### src/rtl/oclib_pkg.sv
// Shared types for the byte-channel command initiator.
// Holds the bidirectional byte bundle and the initiator state enum.
package oclib_pkg;

  typedef struct packed {
    logic [7:0] data;
    logic       valid;
    logic       ready;
  } bc_8b_bidi_s;

  typedef enum logic [1:0] {
    IDLE,
    SEND,
    WAIT,
    RESP
  } bc_cmd_init_state_e;

endpackage

### src/rtl/oclib_bc_cmd_timer.sv
// Loadable up/down counter with enable and clear.
// Flags expiry when the count matches the supplied limit.
module oclib_bc_cmd_timer #(
  parameter int Width = 8
) (
  input  logic             clock,
  input  logic             reset,
  input  logic             clear,
  input  logic             load,
  input  logic [Width-1:0] load_value,
  input  logic             enable,
  input  logic             count_up,
  input  logic [Width-1:0] limit,
  output logic             expired
);

  logic [Width-1:0] count_q;
  logic [Width-1:0] count_d;

  // Clear beats load beats counting.
  always_comb begin
    count_d = count_q;
    if (clear) begin
      count_d = '0;
    end else if (load) begin
      count_d = load_value;
    end else if (enable) begin
      if (count_up) count_d = count_q + Width'(1);
      else          count_d = count_q - Width'(1);
    end
  end

  // Count register.
  always_ff @(posedge clock or negedge reset) begin
    if (!reset) count_q <= '0;
    else        count_q <= count_d;
  end

  assign expired = (count_q == limit);

endmodule

### src/rtl/oclib_bc_bidi_cmd_initiator.sv
// Serializes one command word LS byte first, then gathers a response word.
// Optional counters: OCLIB_BC_CMD_INITIATOR_STATS_EN.
module oclib_bc_bidi_cmd_initiator
  import oclib_pkg::*;
#(
  parameter int CmdWidth      = 32,
  parameter int RespWidth     = 32,
  parameter int TimeoutCycles = 1024
) (
  input  logic                 clock,
  input  logic                 reset,
  output bc_8b_bidi_s          bcOut,
  input  bc_8b_bidi_s          bcIn,
  input  logic [CmdWidth-1:0]  cmdData,
  input  logic                 cmdValid,
  output logic                 cmdReady,
  output logic [RespWidth-1:0] respData,
  output logic                 respTimeout,
  output logic                 respValid,
  input  logic                 respReady,
  output logic                 dropPulse
`ifdef OCLIB_BC_CMD_INITIATOR_STATS_EN
  ,
  output logic [15:0]          statCmdCount,
  output logic [15:0]          statTimeoutCount
`endif
);

  localparam int CmdBytes  = CmdWidth / 8;
  localparam int RespBytes = RespWidth / 8;
  localparam int MaxBytes  = (CmdBytes > RespBytes) ? CmdBytes : RespBytes;
  localparam int CntW      = $clog2(MaxBytes + 1);
  localparam int TmrW      = (TimeoutCycles > 0) ? $clog2(TimeoutCycles + 1) : 1;
  localparam bit TmoEn     = (TimeoutCycles > 0);

  bc_cmd_init_state_e state_q, state_d;
  logic                 alive_q;
  logic [CmdWidth-1:0]  cmd_q, cmd_d;
  logic [RespWidth-1:0] resp_q, resp_d;
  logic                 tmo_q, tmo_d;
  logic [CntW-1:0]      cnt_q, cnt_d;
  logic                 tmr_clr;
  logic                 tmr_exp;
  logic                 in_idle;
  logic                 cmd_accept;
  logic                 tmo_enter;

  oclib_bc_cmd_timer #(
    .Width(TmrW)
  ) u_timer (
    .clock     (clock),
    .reset     (reset),
    .clear     (tmr_clr),
    .load      (1'b0),
    .load_value('0),
    .enable    (state_q == WAIT),
    .count_up  (1'b1),
    .limit     (TmrW'(TimeoutCycles - 1)),
    .expired   (tmr_exp)
  );

  // Handshake outputs; alive_q keeps everything quiet until reset has released.
  always_comb begin
    in_idle     = (state_q == IDLE) && alive_q;
    cmdReady    = in_idle;
    bcOut.valid = (state_q == SEND);
    bcOut.data  = (state_q == SEND) ? cmd_q[7:0] : 8'h00;
    bcOut.ready = in_idle || (state_q == WAIT);
    respValid   = (state_q == RESP);
    respData    = resp_q;
    respTimeout = tmo_q;
    dropPulse   = in_idle && bcIn.valid;
  end

  // Next-state and datapath; a final byte beats a coincident timeout.
  always_comb begin
    state_d    = state_q;
    cmd_d      = cmd_q;
    resp_d     = resp_q;
    tmo_d      = tmo_q;
    cnt_d      = cnt_q;
    tmr_clr    = 1'b0;
    cmd_accept = 1'b0;
    tmo_enter  = 1'b0;
    unique case (state_q)
      IDLE: begin
        if (cmdValid && in_idle) begin
          cmd_accept = 1'b1;
          cmd_d      = cmdData;
          resp_d     = '0;
          tmo_d      = 1'b0;
          cnt_d      = '0;
          state_d    = SEND;
        end
      end
      SEND: begin
        if (bcIn.ready) begin
          cmd_d = cmd_q >> 8;
          cnt_d = cnt_q + CntW'(1);
          if (cnt_q == CntW'(CmdBytes - 1)) begin
            cnt_d   = '0;
            tmr_clr = 1'b1;
            state_d = WAIT;
          end
        end
      end
      WAIT: begin
        if (bcIn.valid) begin
          resp_d = resp_q >> 8;
          resp_d[RespWidth-1 -: 8] = bcIn.data;
          cnt_d = cnt_q + CntW'(1);
        end
        if (bcIn.valid && cnt_q == CntW'(RespBytes - 1)) begin
          tmo_d   = 1'b0;
          state_d = RESP;
        end else if (TmoEn && tmr_exp) begin
          tmo_enter = 1'b1;
          tmo_d     = 1'b1;
          resp_d    = '0;
          state_d   = RESP;
        end
      end
      RESP: begin
        if (respReady) state_d = IDLE;
      end
    endcase
  end

  // State and datapath registers.
  always_ff @(posedge clock or negedge reset) begin
    if (!reset) begin
      state_q <= IDLE;
      alive_q <= 1'b0;
      cmd_q   <= '0;
      resp_q  <= '0;
      tmo_q   <= 1'b0;
      cnt_q   <= '0;
    end else begin
      state_q <= state_d;
      alive_q <= 1'b1;
      cmd_q   <= cmd_d;
      resp_q  <= resp_d;
      tmo_q   <= tmo_d;
      cnt_q   <= cnt_d;
    end
  end

`ifdef OCLIB_BC_CMD_INITIATOR_STATS_EN
  logic [15:0] stat_cmd_q, stat_cmd_d;
  logic [15:0] stat_tmo_q, stat_tmo_d;

  // Saturating event counters.
  always_comb begin
    stat_cmd_d = stat_cmd_q;
    stat_tmo_d = stat_tmo_q;
    if (cmd_accept && stat_cmd_q != 16'hFFFF) stat_cmd_d = stat_cmd_q + 16'd1;
    if (tmo_enter && stat_tmo_q != 16'hFFFF) stat_tmo_d = stat_tmo_q + 16'd1;
  end

  // Counter registers.
  always_ff @(posedge clock or negedge reset) begin
    if (!reset) begin
      stat_cmd_q <= '0;
      stat_tmo_q <= '0;
    end else begin
      stat_cmd_q <= stat_cmd_d;
      stat_tmo_q <= stat_tmo_d;
    end
  end

  assign statCmdCount     = stat_cmd_q;
  assign statTimeoutCount = stat_tmo_q;
`endif

endmodule

### config.mk
export PLATFORM = sky130hd
export DESIGN_NAME = oclib_bc_bidi_cmd_initiator
export DESIGN_NICKNAME = d
export VERILOG_FILES = /design/src/rtl/oclib_pkg.sv /design/src/rtl/oclib_bc_cmd_timer.sv /design/src/rtl/oclib_bc_bidi_cmd_initiator.sv
export SDC_FILE = /design/constraint.sdc
export NUM_CORES = 1
export LEC_CHECK = 0
export CAP_MARGIN = 15
export CORE_MARGIN = 10
export CORE_UTILIZATION = 45
export DETAILED_ROUTE_END_ITERATION = 6
export GPL_ROUTABILITY_DRIVEN = 1
export GPL_TIMING_DRIVEN = 0
export PLACE_DENSITY = 0.74
export SLEW_MARGIN = 20
export SYNTH_ARGS = -nofsm -noshare
export SYNTH_HDL_FRONTEND = slang
export SYNTH_SLANG_ARGS = --single-unit
### constraint.sdc
create_clock -name clock -period 2.6 [get_ports clock]
set_clock_uncertainty 0.2 [all_clocks]
set_input_delay 0.52 -clock clock [delete_from_list [all_inputs] [get_ports clock]]
set_output_delay 0.52 -clock clock [all_outputs]
set_load 0.01 [all_outputs]
Word-level counts from Yosys, hierarchy flattened
Index checks and enable logic that the tools add are counted.
{ "totals": {"regBits": 82, "output_inout_bits": 46, "word_cells": 65} }
{ "classes": {"n_addsub": 2, "eq_ne": 11, "mux": 30, "n_reduce_logical": 15} }
{ "ops": {"columns": ["op", "n"], "rows": [
  ["2-to-1 mux 32 bit", 6],
  ["case mux 32 bit (2 select lines)", 2],
  ["2-to-1 mux 11 bit", 2],
  ["2-to-1 mux 2 bit", 6],
  ["2-to-1 mux 3 bit", 4],
  ["adder 11 x 1 -> 11 bit (second input constant)", 1],
  ["equality test 11 x 10 -> 1 bit (second input constant)", 1],
  ["case mux 3 bit (3 select lines)", 1],
  ["2-to-1 mux 8 bit", 1],
  ["inequality test 2 x 1 -> 1 bit (second input constant)", 4],
  ["case mux 2 bit (4 select lines)", 1],
  ["2-to-1 mux 1 bit", 6],
  ["AND reduction 3 bit", 2],
  ["nonzero test 2 bit", 3],
  ["AND reduction 5 bit", 1],
  ["equality test 2 bit (second input constant)", 2],
  ["logical AND 1 bit", 4],
  ["AND reduction 4 bit", 1],
  ["adder 3 x 1 -> 3 bit (second input constant)", 1],
  ["equality test 3 x 2 -> 1 bit (second input constant)", 1],
  ["inequality test 3 bit (second input constant)", 1],
  ["nonzero test 3 bit", 1],
  ["equality test 2 x 1 -> 1 bit (second input constant)", 1],
  ["logical NOT 2 bit", 1],
  ["4 further kinds", 4]
]} }

Depth between registers and ports, before layout
Gate-level depths: netlist (run 1).
{ "depth": {"word_depth": 5, "ltp_mapped": 8, "depth_no_buf": 7} }

Modules after synthesis
A second synthesis (run 1) with hierarchy kept.
{ "unflattened": {"hier_cells": 417, "area_unflattened_um2": 4444.3} }
{ "modules_own_cells": {"columns": ["mod", "instances", "cells_each", "area_per_inst_um2", "seq_area_each_um2"], "rows": [
  ["oclib_bc_bidi_cmd_initiator", 1, 280, 3313.2, 1776.7],
  ["oclib_bc_cmd_timer", 1, 137, 1131.1, 275.3]
]} }

Worst setup path after synthesis (run 1)
No wires, ideal clock.
{ "synth_path": {"path_type": "register -> register", "startpoint": "register state_q[1]", "endpoint": "register state_q[1]", "setup_time_ps": 128, "t_arrival_ps": 1966, "t_required_ps": 2272, "path_slack_ps": 307, "path_stages_with_launch": 8, "period_less_slack_ps": 2293, "cell_sequence": "dfrtp_1 inv_1 ha_1 buf_2 nor2b_1 or4_1 a21oi_2 mux2_1"} }
{ "synth_lines": {"columns": ["item", "line", "rtl"], "rows": [
  ["start, declared", "oclib_bc_bidi_cmd_initiator.sv:36", "bc_cmd_init_state_e state_q, state_d;"],
  ["start signal, assigned", "oclib_bc_bidi_cmd_initiator.sv:139", "state_q <= state_d;"]
]} }

Worst setup path in the final report (run 1)
{ "layout_path": {"startpoint": "input port bcIn[1] in the netlist's numbering", "endpoint": "output port dropPulse"} }
{ "layout_via": {"elab_chain_len": 1} }
{ "layout_lines": {"columns": ["item", "line", "rtl"], "rows": [
  ["start, declared", "oclib_bc_bidi_cmd_initiator.sv:13", "input bc_8b_bidi_s bcIn,"],
  ["logical AND 1 bit", "oclib_bc_bidi_cmd_initiator.sv:72", "dropPulse = in_idle && bcIn.valid;"],
  ["end, declared", "oclib_bc_bidi_cmd_initiator.sv:21", "output logic dropPulse"]
]} }
No other way between the ends.

==> metrics.yaml, run 1 <==
clocking:
  htree_levels: 3
  cts_sinks: 82
  cts-root-buf: "clkbuf_8"
  max-clock-path-buffers: 2
  numCtsBuffers: 9
  clock_latency_ps: 360
  clk_pin_slew_worst_paths_ps: 70
  cts_tree: "built"
routing:
  dr.pass1.iters: 4
  drtIter0Drc: 92
  vias: 3106
  drt-total-wl_microns: 9750
  drc: 0
  detail-route-antenna-nets: 0
  routed_via_density: 5.08
  wl_per_cell_microns: 15.9
sta:
  finalHoldViolations: 0
  drv_slew: 0
  rsz0062_at_grt: "true"
  finalCritPeriodShare: 0.993
  fmax_ghz: 0.387
  relSlewSlack: 0.511
  timing.hold.ws_ps: 301
  finalSetupViolations: 0
  tightest_slew_ps: 733
  layout_min_cycle_time_ps: 2580
global_routing:
  grt_max_degree: 44
  grt_pass1_vias: 3237
  grt_overflow_total: 0
  antenna_found_initial: 0
  track_usage: 0.156
  grt_pass1_wl_microns: 16400
yosys:
  syn_area_sq_um: 3840
  synth_top_cells_by_area: "dfrtp_1 (53%), a21oi_1 (7.4%), mux2i_1 (6.8%)"
  synth-edff-count: 0
  synth_area_leader_cell: "dfrtp_1"
  yosysSeqAreaShare: 0.535
  synthTopCellsByCount: "dfrtp_1 (82), nand2_1 (68), a21oi_1 (57)"
  synthFlopType: "dfrtp_1"
  syn_avg_cell_area_sq_um: 9.69
  synth_nets: 451
  yosysTopAreaCellShare: 0.535
  synthArstFlopShare: 1.00
  yosys.cell_count.top_type: "dfrtp_1"
  syn-instance-count: 396
  synth_seq_cells: 82
  ys_types: 42
  ys.warnings.count: 0
layout:
  fin_cells: 612
  layout.nets: 557
  post_route_cells_drive_above_1_share: 0.0769
  antenna_cells: 0
  fin_util: 0.623
  synthToLayoutAreaGrowth_pct: 34.2
worst_setup_path:
  cp-start-kind: "primary input"
  rrSetupSlack_ps: 130
  arrival_ps: 1860
  cp.required_ps: 1880
  path_class: "in2out"
  crit_fanout: 6
  end_kind: "output port"
pwr:
  finalPower_w: 0.00586
  p_leak_nw: 2.17
  powerDensity_nw_per_um2: 1140
  vdd_drop_max_mv: 0.545
floorplan:
  core_area_sq_um: 8260
  io_pins: 92
  die_h_microns: 112
  start_util: 0.465
  rows: 33
  die_x_microns: 112
  dieArea_sq_um: 12600
placed_design:
  place_hpwl_microns: 7280
  gp_congestion: 0.826
  dp_cells: 593
  port_buffers: 91
outcome:
  status: "completed"
worst_hold_path:
  min_path_type: "reg2reg"
job:
  drv_cap: 0
-- what timing repair did --
| action | 4_1_cts | 5_1_grt |
|---|---|---|
| gates cloned | 0 | 0 |
| setup buffers | 2 | 0 |
| setup endpoints to repair | 11 | 39 |
| resized for setup | 15 | 3 |
| endpoints found under the hold margin | 42 | 0 |
| hold buffers | 1 | 0 |
-- path summary, 6_finish.rpt --
check                                to  cells past startpoint  startpoint
setup / recovery              dropPulse                      3     bcIn[1]
hold / removal                 cnt_q[0]                      1    cnt_q[0]
setup reg to reg             state_q[1]                      7  state_q[0]
hold reg to reg                cnt_q[0]                      1    cnt_q[0]
max in group asynchronous  respData[15]                      3       reset
min in group asynchronous     cmd_q[22]                      2       reset
-- layout by cell type, fill, tap and decap left out, types with 2 or more instances in the layout --
| cell type | synthesis | routed |
|---|---|---|
| clkbuf_8 | 0 | 11 |
| clkinvlp_4 | 0 | 2 |
| nand4_1 | 3 | 3 |
| buf_2 | 5 | 3 |
| and2_1 | 10 | 10 |
| nand3_1 | 3 | 3 |
| dfrtp_1 | 82 | 82 |
| clkinv_4 | 0 | 2 |
| o21ai_0 | 13 | 13 |
| nand3b_1 | 8 | 8 |
| ha_1 | 9 | 7 |
| mux2i_1 | 26 | 26 |
| ha_2 | 0 | 2 |
| xor2_1 | 2 | 2 |
| dlygate4sd2_1 | 0 | 9 |
| buf_4 | 0 | 5 |
| clkdlybuf4s50_1 | 0 | 81 |
| inv_1 | 17 | 17 |
| a21oi_2 | 2 | 2 |
| and3_1 | 3 | 3 |
| clkbuf_1 | 11 | 10 |
| buf_6 | 3 | 4 |
| xnor2_1 | 7 | 7 |
| a21oi_1 | 57 | 57 |
| buf_1 | 3 | 3 |
| nor3_1 | 4 | 4 |
| nor2b_1 | 4 | 4 |
| nand2_1 | 68 | 68 |
| nor2_1 | 36 | 36 |
-- power by group --
group          switching [W]  total (W)  leakage (nW)  internal [W]
sequential          0.000356    0.00215          1.02       0.00179
clock               0.000473   0.000973         0.102      0.000499
combinational        0.00146    0.00274          1.05       0.00128
total                0.00229    0.00586          2.17       0.00357
-- flip-flops by register name, indices dropped and copies added (netlist names) --
signal,flops
alive_q,1
cmd_q,32
cnt_q,3
respData,32
respTimeout,1
state_q,2
u_timer.count_q,11
-- metrics by stage --
stage	setup slack [ps]	setup TNS (ps)	area, sq um
6_report	18.5	0	5150
4_1_cts	11.0	0	5140
5_1_grt	-14.5	-93.7	5150
3_5_place_dp	-60.2	-680	4900
2_1_floorplan	307	0	3840
3_3_place_gp	-2240	-182930	4880
-- layout make-up --
cell class	instances	area, sq um
clock buffers	11	151
repair buffers	95	942
plain buffers	22	124
inverters	17	63.8
multi-input cells	275	1620
flip-flops and latches	82	2050
clock inverters	5	62.6
fillers	722	3110
well taps	105	131
-- metal layers --
layer	part of all wire	up-vias	global-route usage
li1	-	1534	-
met2	0.46	99	0.244
met5	0	-	0
met4	0.017	0	0.0533
met3	0.091	17	0.0602
met1	0.44	1456	0.193
-- critical path, stage by stage --
cell and delay, ps:
clkdlybuf4s50_1 600, and3_1 190, clkdlybuf4s50_1 540
-- cell families after synthesis --
| group | after synthesis | synth area share |
|---|---|---|
| flip-flops | 82 | 0.535 |
| other | 1 | 0.000978 |
| adder cells (fa/ha/maj) | 9 | 0.0294 |
| XOR/XNOR | 9 | 0.0205 |
| buffers and inverters | 39 | 0.0457 |
| AO/OA/AOI/OAI | 82 | 0.121 |
| multiplexers | 27 | 0.0708 |
| AND/OR/NAND/NOR | 147 | 0.177 |
(Power assumes the default switching activity.)
==> inputs of run 2 (changes only) <==
--- a/config.mk
+++ b/config.mk
@@ -9,4 +9,5 @@
 export CORE_MARGIN = 10
 export CORE_UTILIZATION = 45
+export CTS_CLUSTER_DIAMETER = 100
 export DETAILED_ROUTE_END_ITERATION = 6
 export GPL_ROUTABILITY_DRIVEN = 1
--- a/constraint.sdc
+++ b/constraint.sdc
@@ -3,3 +3,3 @@
 set_input_delay 0.52 -clock clock [delete_from_list [all_inputs] [get_ports clock]]
 set_output_delay 0.52 -clock clock [all_outputs]
-set_load 0.01 [all_outputs]
+set_load 0.1 [all_outputs]
==> run 2 against run 1 <==
  * Sequential share of layout area decreased by 0.80 points
  * Critical path depth increased by 3
  * Global-route usage decreased by 0.14 points
  * Final cell count unchanged
  * Worst hold slack improved by 5.9 ps
  * Flip-flop and latch count unchanged
  * Highest routed layer unchanged
  * First-iteration DRC count increased by 8.7%
  * Final area increased by 2.0%
  * Non-clock buffer count unchanged
  * Clock-buffer cell count decreased by 1
==> metrics.yaml, run 2 (synthesized netlist as in run 1, its figures left out) <==
outcome:
  status: "completed"
layout:
  final_common_cell: "dfrtp_1"
  synthToLayoutAreaGrowth_pct: 36.9
  layout_common_cells: "dfrtp_1 (82), nand2_1 (68), a21oi_1 (57), clkdlybuf4s50_1 (44), nor2_1 (36)"
  antenna_cells: 0
  layout.nets: 557
  post_route_cells_drive_above_1_share: 0.120
floorplan:
  start_util: 0.465
  rows: 33
  dieArea_sq_um: 12600
  core_area_sq_um: 8260
  die_h_microns: 112
  die_x_microns: 112
  io_pins: 92
worst_setup_path:
  cp.required_ps: 1880
  cpPeakStageDelay_ps: 420
  crit_chain: "buf_4 > ha_2 > buf_4 > clkbuf_4 > and2_2 > buf_12"
  cp-start-kind: "flop"
  crit_fanout: 10
  arrival_ps: 1810
  end_kind: "output port"
  crit_buf_inv: 4
  cpMaxStageDelayCell: "dfrtp_1"
  r2r-start: "state_q[0]"
  critPathTopFamily: "buffers and inverters"
  path_class: "reg2out"
  crit_path_start: "state_q[0]"
  cp_common_cell: "buf_4"
routing:
  drt-total-wl_microns: 9680
  drtIter0Drc: 100
  dr.pass1.iters: 4
  vias: 3091
  drc: 0
  wl_per_cell_microns: 15.8
  detail-route-antenna-nets: 0
  routed_via_density: 5.05
sta:
  finalHoldViolations: 0
  relSlewSlack: 0.322
  timing.hold.ws_ps: 307
  tightest_slew_ps: 1020
  drv_slew: 0
  finalCritPeriodShare: 0.973
  fmax_ghz: 0.395
  finalSetupViolations: 0
  rsz0062_at_grt: "false"
  layout_min_cycle_time_ps: 2530
clocking:
  clock_latency_ps: 360
  cts_tree: "built"
  max-clock-path-buffers: 2
  cts-root-buf: "clkbuf_8"
  cts_sinks: 82
  htree_levels: 3
  numCtsBuffers: 9
  clk_pin_slew_worst_paths_ps: 80
worst_hold_path:
  min_from: "respTimeout"
  min_path_type: "reg2reg"
global_routing:
  track_usage: 0.155
  grt_overflow_total: 0
  grt_pass1_wl_microns: 16200
  antenna_found_initial: 0
  grt_pass1_vias: 3194
  grt_max_degree: 48
placed_design:
  gp_congestion: 0.825
  port_buffers: 91
  place_hpwl_microns: 7300
job:
  drv_cap: 0
## run 2: cell type report
cell class	instances	area, sq um
buffer	22	120
clock buffer	10	128
clock inverter	6	114
fill	709	3010
inverter	17	63.8
multi-input combinational	275	1630
sequential	82	2050
tap	105	131
timing repair buffer	95	1010
## run 2: path summary, 6_finish.rpt
kind | end | slack (ps) | cells after the start
max | bcOut[4] | 70 | 6
min | respTimeout | 310 | 1
max reg2reg | state_q[1] | 120 | 7
min reg2reg | respTimeout | 310 | 1
max in group asynchronous | respData[5] | 1120 | 3
min in group asynchronous | alive_q | 490 | 2
## run 2: through the flow
stage | utilization | std cells | TNS [ps] | instance area (sq um) | setup slack (ps)
detailed placement | 0.595 | 593 | -6990 | 4920 | -678
CTS | 0.624 | 611 | 0 | 5150 | 0.678
global placement | 0.592 | 592 | -184110 | 4890 | -2170
finish | 0.636 | 612 | 0 | 5250 | 71.3
global route | 0.636 | 612 | 0 | 5250 | 9.67
floorplan | - | 396 | -684 | 3850 | -85.5
## run 2: routing by layer
metal / wire length (microns) / part of all wire / global-route usage / vias up
met5: 0 / 0 / 0 / -
met4: 138 / 0.014 / 0.0558 / 0
met3: 672 / 0.069 / 0.0559 / 11
met2: 4390 / 0.45 / 0.233 / 82
met1: 4480 / 0.46 / 0.199 / 1462
li1: - / - / - / 1536
## run 2: repair_timing
item / in CTS / in global routing
endpoints found under the setup margin: 41 / 40
hold buffers: 1 / 0
resized for setup: 110 / 24
endpoints found under the hold margin: 35 / 0
setup buffers: 1 / 1
Power of run 2 is not shown: default switching activity piles up to over one toggle a cycle in this logic, so the estimate is an artifact.
==> inputs of run 3 (changes only) <==
Settings changed: CELL_PAD_IN_SITES_DETAIL_PLACEMENT set to 0, CELL_PAD_IN_SITES_GLOBAL_PLACEMENT set to 1, CORE_UTILIZATION 45 to 38, PLACE_DENSITY 0.74 to unset, PLACE_DENSITY_LB_ADDON set to 0.1.
==> run 3 against run 2 <==
  * Wire length is 5.3% higher
  * First-iteration DRC count increased by 63%
  * Worst setup slack better by 27 ps
  * Register-to-register slack improved by 30 ps
  * Utilization is 10 points lower
  * Critical path depth shrank 4
  * Final cell count increased by 4.6%
  * Global-route usage is 1.1 points lower
  * Non-clock buffer count unchanged
  * Die area up 15%
  * Sequential share of layout area increased by 0.12 points
  * Via count decreased by 1.1%
==> metrics.yaml, run 3 (synthesized netlist as in run 1, its figures left out) <==
outcome:
  status: "completed"
layout:
  synthToLayoutAreaGrowth_pct: 36.5
  layout.nets: 557
  regArea_sq_um: 2050
  final_common_cell: "dfrtp_1"
  antenna_cells: 0
  final_cell_area_sq_um: 5240
  nFillCells: 957
  layout_common_cells: "dfrtp_1 (82), nand2_1 (68), a21oi_1 (57), clkdlybuf4s50_1 (44), nor2_1 (36)"
  multi_input_area_sq_um: 1630
  post_route_cells_drive_above_1_share: 0.124
global_routing:
  antenna_found_initial: 0
  grt_max_degree: 44
  grt_pass1_wl_microns: 17000
  grt_overflow_total: 0
  track_usage: 0.144
  grt_pass1_vias: 3186
sta:
  relSlewSlack: 0.338
  tns_ps: 0
  setup_ws_ps: 98.0
  finalHoldViolations: 0
  layout_min_cycle_time_ps: 2500
  rsz0062_at_grt: "false"
  tightest_slew_ps: 997
  finalSetupViolations: 0
  fmax_ghz: 0.400
  drv_slew: 0
  finalCritPeriodShare: 0.962
routing:
  met3_length_microns: 602
  highest_layer: "met4"
  vias: 3057
  drtIter0Drc: 163
  drt-total-wl_microns: 10200
  dr.pass1.iters: 4
  wl_per_cell_microns: 15.9
  wl_met1_microns: 4680
  wl_met2_microns: 4840
  detail-route-antenna-nets: 0
  drc: 0
  routed_via_density: 4.78
clocking:
  numCtsBuffers: 9
  htree_levels: 3
  clock_latency_ps: 350
  max-clock-path-buffers: 2
  cts_tree: "built"
  cts-root-buf: "clkbuf_8"
  cts_sinks: 82
  clk_pin_slew_worst_paths_ps: 90
worst_setup_path:
  cpPeakStageDelay_ps: 830
  crit_chain: "ha_1 > clkdlybuf4s15_1"
  crit_path_start: "state_q[0]"
  path_class: "reg2out"
  crit_fanout: 4
  crit_buf_inv: 1
  arrival_ps: 1780
  timing.rr.end: "state_q[1]"
  end_kind: "output port"
  critPathTopFamily: "buffers and inverters"
  rrSetupSlack_ps: 150
  cp.required_ps: 1880
  ff2ff_path_depth: 7
  cp-start-kind: "flop"
  cpMaxStageDelayCell: "clkdlybuf4s15_1"
  r2r-start: "state_q[1]"
pwr:
  vdd_drop_max_mv: 0.760
  p_leak_nw: 2.40
  powerDensity_nw_per_um2: 1450
worst_hold_path:
  min_path_type: "reg2reg"
  min_from: "cnt_q[0]"
  holdPathEnd: "cnt_q[0]"
  min_delay_path_depth: 1
placed_design:
  port_buffers: 91
  place_hpwl_microns: 7630
  postPlaceCellArea_sq_um: 4940
  gp_congestion: 0.770
  place_ws_ps: -720
floorplan:
  io_pins: 92
  die_h_microns: 120
  die_x_microns: 120
  dieArea_sq_um: 14500
  rows: 36
  start_util: 0.391
  core_area_sq_um: 9820
job:
  drv_cap: 0
==> run 3: changes by cell type in the layout (fill, tap and decap cells not counted) <==
cell	change
buf_8	+1
clkinv_4	+3
buf_12	+1
bufinv_16	-3
buf_16	-1
clkdlybuf4s15_1	+1
clkbuf_8	+1
clkbuf_2	+1
dlygate4sd2_1	-1
clkbuf_1	-2
clkbuf_4	-1
==> run 3: per-layer routing <==
metal	GRT usage	vias to the layer above
met5	0	-
met4	0.0407	0
met3	0.0391	8
met2	0.229	70
met1	0.188	1446
li1	-	1533
==> run 3: power breakdown <==
part           total, W  switching (W)  internal, W
clock          0.000881       0.000499     0.000382
combinational   0.00458        0.00322      0.00136
sequential      0.00213       0.000341      0.00179
total           0.00759        0.00406      0.00353
==> run 3: through the flow <==
step | power (W) | cells | hold slack, ps | utilization
floorplan | 0.00552 | 396 | 24.4 | -
global placement | 0.00660 | 620 | 269 | 0.502
detailed placement | 0.00666 | 621 | 289 | 0.504
CTS | 0.00750 | 638 | 305 | 0.522
global route | 0.00811 | 640 | 323 | 0.533
finish | 0.00759 | 640 | 300 | 0.533
==> run 3: worst max path at each step <==
stage | to | slack, ps | cells past startpoint
after floorplan | bcOut[2] | -90 | 5
after global placement | respData[27] | -2330 | 1
after detailed placement | bcOut[9] | -720 | 6
after CTS | bcOut[8] | 3 | 6
after global routing | respValid | 9 | 2
final | respValid | 100 | 2
==> run 3: area by class of cell <==
| class | instances | area share |
|---|---|---|
| inverter | 17 | 0.0122 |
| clock inverter | 6 | 0.00956 |
| clock buffer | 10 | 0.0263 |
| sequential | 82 | 0.392 |
| buffer | 22 | 0.0239 |
| timing repair buffer | 95 | 0.192 |
| tap | 133 | 0.0318 |
| multi-input combinational | 275 | 0.312 |
==> run 3: worst reg2reg max path: stages (launching register included) <==
cell and delay [ps]:
dfrtp_1 410, inv_2 70, ha_2 180, buf_4 170, nor2b_1 190, or4_1 570
a21oi_2 200, mux2_1 350
==> run 3: what timing repair did <==
action                     4_1_cts  5_1_grt
gates resized for setup        110       30
setup buffers                    0        2
hold buffers                     1        0
setup endpoints to repair       59       23
gates cloned                     0        0
hold endpoints to repair        42        0
